## config.mk

```make
export PLATFORM = sky130hd
export DESIGN_NAME = seq_pattern_tx_flat
export DESIGN_NICKNAME = d
export VERILOG_FILES = /design/src/rtl/seq_pattern_tx_if.sv /design/src/rtl/seq_pattern_tx.sv /design/src/flat_wrapper.sv
export SDC_FILE = /design/constraint.sdc
export NUM_CORES = 1
export LEC_CHECK = 0
export BUFFER_PORTS_ARGS = -buffer_cell sky130_fd_sc_hd__clkbuf_2
export CAP_MARGIN = 5
export CORE_MARGIN = 4
export CORE_UTILIZATION = 30
export DETAILED_ROUTE_END_ITERATION = 6
export HOLD_SLACK_MARGIN = 0.03
export PLACE_DENSITY_LB_ADDON = 0.2
export SYNTH_ARGS = -nofsm -noshare
export SYNTH_HDL_FRONTEND = slang
export SYNTH_SLANG_ARGS = --single-unit
```

## constraint.sdc

```tcl
create_clock -name clk -period 2.1 [get_ports clk]
set_clock_uncertainty 0.2 [all_clocks]
set_input_delay 0 -clock clk [delete_from_list [all_inputs] [get_ports clk]]
set_output_delay 0 -clock clk [all_outputs]
set_load 0.03 [all_outputs]
```

## src/rtl/seq_pattern_tx_if.sv

```systemverilog
// Handshake and serial-output bundle for seq_pattern_tx.
// The master side requests transmissions. The slave side is the transmitter.
interface seq_pattern_tx_if #(
    parameter int WIDTH = 4,
    parameter int CNT_W = 4
);
    logic             start;
    logic             abort;
    logic [WIDTH-1:0] pattern;
    logic [CNT_W-1:0] repeat_cnt;
    logic             out;
    logic             out_valid;
    logic             busy;
    logic             done;

    modport master (
        output start, abort, pattern, repeat_cnt,
        input  out, out_valid, busy, done
    );

    modport slave (
        input  start, abort, pattern, repeat_cnt,
        output out, out_valid, busy, done
    );
endinterface

```

## src/rtl/seq_pattern_tx.sv

```systemverilog
// Serial pattern transmitter: sends a latched WIDTH-bit pattern MSB first, repeat_cnt+1 times,
// with optional GAP idle cycles between repetitions and a one-cycle done pulse at the end.
module seq_pattern_tx #(
    parameter int WIDTH = 4,
    parameter int CNT_W = 4,
    parameter int GAP   = 0
) (
    input  logic            clk,
    input  logic            rst,
    seq_pattern_tx_if.slave bus
);
    localparam int BIT_W    = $clog2(WIDTH);
    localparam int GAP_W    = (GAP > 1) ? $clog2(GAP) : 1;
    localparam int GAP_LAST = (GAP > 0) ? GAP - 1 : 0;

    typedef enum logic [1:0] {S_IDLE, S_SHIFT, S_GAP, S_DONE} state_t;

    state_t           state, state_nxt;
    logic [BIT_W-1:0] bit_cnt, bit_nxt;
    logic [CNT_W-1:0] rep_cnt, rep_nxt;
    logic [GAP_W-1:0] gap_cnt, gap_nxt;
    logic [WIDTH-1:0] pat_reg, pat_nxt;
    logic             out_d, valid_d, busy_d, done_d;
    logic             out_q, valid_q, busy_q, done_q;

    // NOTE: sequential state uses non-blocking assignments so every register samples pre-edge values.
    always_ff @(posedge clk) begin
        if (rst) begin
            state   <= S_IDLE;
            bit_cnt <= '0;
            rep_cnt <= '0;
            gap_cnt <= '0;
            pat_reg <= '0;
            out_q   <= 1'b0;
            valid_q <= 1'b0;
            busy_q  <= 1'b0;
            done_q  <= 1'b0;
        end else begin
            state   <= state_nxt;
            bit_cnt <= bit_nxt;
            rep_cnt <= rep_nxt;
            gap_cnt <= gap_nxt;
            pat_reg <= pat_nxt;
            out_q   <= out_d;
            valid_q <= valid_d;
            busy_q  <= busy_d;
            done_q  <= done_d;
        end
    end

    // NOTE: every combinational output gets a default first, so no path can infer a latch.
    always_comb begin
        state_nxt = state;
        bit_nxt   = bit_cnt;
        rep_nxt   = rep_cnt;
        gap_nxt   = gap_cnt;
        pat_nxt   = pat_reg;
        case (state)
            S_IDLE: begin
                if (bus.start && !bus.abort) begin
                    state_nxt = S_SHIFT;
                    pat_nxt   = bus.pattern;
                    rep_nxt   = bus.repeat_cnt;
                    bit_nxt   = BIT_W'(WIDTH - 1);
                end
            end
            S_SHIFT: begin
                if (bus.abort) begin
                    state_nxt = S_IDLE;
                end else if (bit_cnt != '0) begin
                    bit_nxt = bit_cnt - BIT_W'(1);
                end else if (rep_cnt == '0) begin
                    state_nxt = S_DONE;
                end else begin
                    rep_nxt = rep_cnt - CNT_W'(1);
                    bit_nxt = BIT_W'(WIDTH - 1);
                    if (GAP == 0) begin
                        state_nxt = S_SHIFT;
                    end else begin
                        state_nxt = S_GAP;
                        gap_nxt   = '0;
                    end
                end
            end
            S_GAP: begin
                if (bus.abort) begin
                    state_nxt = S_IDLE;
                end else if (gap_cnt == GAP_W'(GAP_LAST)) begin
                    state_nxt = S_SHIFT;
                end else begin
                    gap_nxt = gap_cnt + GAP_W'(1);
                end
            end
            S_DONE:  state_nxt = S_IDLE;
            default: state_nxt = S_IDLE;
        endcase
    end

    // Outputs are decoded from the upcoming state and then registered, so the
    // first bit appears right after the edge that accepts start.
    always_comb begin
        out_d   = 1'b0;
        valid_d = 1'b0;
        busy_d  = 1'b0;
        done_d  = 1'b0;
        case (state_nxt)
            S_SHIFT: begin
                out_d   = pat_nxt[bit_nxt];
                valid_d = 1'b1;
                busy_d  = 1'b1;
            end
            S_GAP:   busy_d = 1'b1;
            S_DONE:  done_d = 1'b1;
            default: ;
        endcase
    end

    assign bus.out       = out_q;
    assign bus.out_valid = valid_q;
    assign bus.busy      = busy_q;
    assign bus.done      = done_q;
endmodule

```

## src/flat_wrapper.sv

```systemverilog
// flat-port wrapper written by rule: the top's interface ports become plain ports
module seq_pattern_tx_flat 
#(
    parameter int WIDTH = 4,
    parameter int CNT_W = 4,
    parameter int GAP   = 0
)
  (clk, rst, bus_start, bus_abort, bus_pattern, bus_repeat_cnt, bus_out, bus_out_valid, bus_busy, bus_done);
  seq_pattern_tx_if #(.WIDTH(WIDTH), .CNT_W(CNT_W)) bus_i ();
  input  logic clk;
  input  logic rst;
  input wire logic [$bits(bus_i.start)-1:0] bus_start;
  input wire logic [$bits(bus_i.abort)-1:0] bus_abort;
  input wire logic [$bits(bus_i.pattern)-1:0] bus_pattern;
  input wire logic [$bits(bus_i.repeat_cnt)-1:0] bus_repeat_cnt;
  output wire logic [$bits(bus_i.out)-1:0] bus_out;
  output wire logic [$bits(bus_i.out_valid)-1:0] bus_out_valid;
  output wire logic [$bits(bus_i.busy)-1:0] bus_busy;
  output wire logic [$bits(bus_i.done)-1:0] bus_done;
  assign bus_i.start = bus_start;
  assign bus_i.abort = bus_abort;
  assign bus_i.pattern = bus_pattern;
  assign bus_i.repeat_cnt = bus_repeat_cnt;
  assign bus_out = bus_i.out;
  assign bus_out_valid = bus_i.out_valid;
  assign bus_busy = bus_i.busy;
  assign bus_done = bus_i.done;
  seq_pattern_tx #(.WIDTH(WIDTH), .CNT_W(CNT_W), .GAP(GAP)) u_core (.clk(clk), .rst(rst), .bus(bus_i));
endmodule
```

==> flow_summary.ini <==
[run_status]
outcome = finished, final reports clean

[worst_setup_path]
crit_fanout = 4
cp-end-kind = register
critPathLaunchType = register
worstPathRequired_ns = 2.08
arrival_ns = 2.03
r2r_end = u_core.bus.out
reg2regPathDepth = 6
r2r_start = u_core.bit_cnt[0]
rrSetupSlack_ns = 0.04
path_class = reg -> reg

[yosys]
netlist.area_leader.share_pct = 42.2
synthMuxAreaShare_pct = 9.57
yosys.area_share.simple_pct = 28.1
synth_xor_area_share_pct = 0
syn_inst = 81
yosysWarnings = 0
synth_top_family_by_area = simple AND/OR/NAND/NOR gates
synth_edf_count = 0
ys_seq_area_share_pct = 42.2
yosysUniqueCellTypes = 30
syn_area_per_cell_um2 = 9.36
syn-cell-area_um2 = 758
ys_seq_elements = 16
synth.most_common_cell = dfxtp_1
yosys-top-cells-area = dfxtp_1 42%, ha_1 6.6%, mux2i_1 6.6%
synth_flop_cell = dfxtp_1
synth_common_cells = 16 x dfxtp_1, 13 x nor2_1, 5 x mux2i_1
synthAdderAreaFrac_pct = 6.60
synth_top_area_cell = dfxtp_1
synth_nets = 97
synth_compound_area_share_pct = 11.1
ys_async_sr_fraction_pct = 0

[floorplanning]
die_area_um2 = 3400
die-width_um = 58.3
start_util_pct = 33.0
rows = 17
coreArea_um2 = 2300
die_height_um = 58.3
io_pins = 16

[routing]
wl_um = 1690
num_vias = 684
drtIter0Drc = 5
ant_nets = 0
firstDrtPassIters = 4
drcViolationCount = 0
drt-vias-per-instance = 4.62
wl_per_cell_um = 11.4

[pwr]
p_int_uw = 516
leakagePower_uw = 0.000514
power_frac_clock_pct = 29.5
seqPwrFrac_pct = 47.8
pwr-share-comb_pct = 22.8
power.net_switching_uw = 175
powerDensity_nw_per_um2 = 604
ir_worst_vdd_v = 0.000391
power.total_uw = 691
swShare_pct = 25.3

[place]
dp_cells = 130
dpl.hpwl_um = 1160
gp_congestion = 0.766
numPortBuffers = 15

[grt]
grt_pass1_vias = 652
antenna_found_initial = 0
grt_usage_pct = 10.6
grt_pass1_wl_um = 2770
grt_max_degree = 16
grt_overflow = 0

[sta]
min_period_ns = 2.06
fin_crit_sh_pct = 97.9
worst_pin_slew_ns = 0.570
setup_violations = 0
max_freq_ghz = 0.486
rsz0062_at_grt = true
finalHoldViolations = 0
relSlewSlack_pct = 61.8
final.setup.tns_ns = 0
maxSlewViolCount = 0
whs_ns = 0.0550

[job]
maxCapViolCount = 0

[hold_path]
whs_path_depth = 4
hp-start = bus_start
worstHoldPathType = in -> reg
min_to = u_core.bit_cnt[0]

[finish]
drive_above_1_share_pct = 43.3
fin_cells = 148
antenna_cells = 0
synthToLayoutAreaGrowth_pct = 50.8
nets = 137

[cts]
cts_buffers = 3
clock_latency_ns = 0.28
clock_path_buffers = 2
cts.reportedPaths.clkPinSlew_ns = 0.10
cts_tree = built
clock_sinks = 16
htreeDepth = 1
cts_root_buffer = clkbuf_4
==> metrics by stage <==
stage | area (µm²) | worst slack [ns] | utilization, %
final | 1140 | 0.0435 | 49.8
after CTS | 1090 | 0.0196 | 47.6
after global routing | 1140 | -0.0632 | 49.8
after detailed placement | 925 | -0.0623 | 40.3
after floorplan | 762 | 0.00970 | -
after global placement | 925 | -0.00831 | 40.3
==> worst max-delay path by stage <==
stage	start	to	slack, ns	cells after the start
after global placement	u_core.rep_cnt[0]	u_core.bus.out	-0.008	8
after global routing	u_core.bit_cnt[0]	u_core.rep_cnt[0]	-0.06	5
after detailed placement	u_core.rep_cnt[0]	u_core.bus.out	-0.06	8
final	u_core.bit_cnt[0]	u_core.bus.out	0.04	6
after CTS	bus_abort	u_core.rep_cnt[0]	0.02	7
after floorplan	u_core.rep_cnt[0]	u_core.bus.out	0.01	8
==> cell type report <==
class | count | area, µm²
fillers | 230 | 1150
flip-flops and latches | 16 | 325
inverters | 3 | 11.3
multi-input cells | 60 | 457
clock buffers | 4 | 36.3
well taps | 28 | 35.0
repair buffers | 37 | 279
==> routing by layer <==
| layer | GRT usage (%) | vias up | wire, µm |
|---|---|---|---|
| li1 | - | 357 | - |
| met1 | 13.4 | 312 | 849 |
| met2 | 16.4 | 11 | 752 |
| met3 | 2.45 | 4 | 54 |
| met4 | 5.96 | 0 | 35 |
| met5 | 0 | - | 0 |
==> timing repair <==
item | in CTS | in global routing
cloned | 0 | 0
pin swaps | 0 | 4
hold endpoints to repair | 16 | 0
setup endpoints to repair | 2 | 6
resized for setup | 1 | 16
hold buffers | 13 | 0
buffers inserted | 0 | 4
==> power by group through the flow <==
stage | combinational, µW | sequential [µW] | clock [µW]
2_1_floorplan | 70.3 | 341 | 0
3_3_place_gp | 122 | 335 | 0
3_5_place_dp | 123 | 335 | 0
4_1_cts | 145 | 328 | 208
5_1_grt | 175 | 332 | 225
6_report | 157 | 330 | 204
==> layout by cell type (no fill, tap or decap), types with 3 or more instances in the layout <==
cell type      Yosys  final
dfxtp_2            0      4
clkbuf_2           0     14
nand2_1            3      3
dfxtp_1           16     12
buf_4              0     11
dlygate4sd3_1      0      9
nor2b_1            4      3
o21ai_0            3      3
clkbuf_4           0      3
mux2i_1            5      3
a21oi_1            4      4
ha_1               4      3
nor2_1            13     13
==> kinds of logic (layout without fill, tap and decap cells) <==
group,count (synthesis),in the layout
multiplexers,7,7
AND/OR/NAND/NOR,35,35
adder cells (fa/ha/maj),4,4
AO/OA/AOI/OAI,14,14
flip-flops,16,16
buffers and inverters,5,44
==> critical path, stage by stage, from the launching register on <==
cell	delay (ns)
dfxtp_2	0.33
or4b_4	0.58
or3_4	0.36
ha_2	0.17
nor2b_2	0.15
nand2b_1	0.08
o22ai_1	0.07
Power figures use the tool's default switching activity.
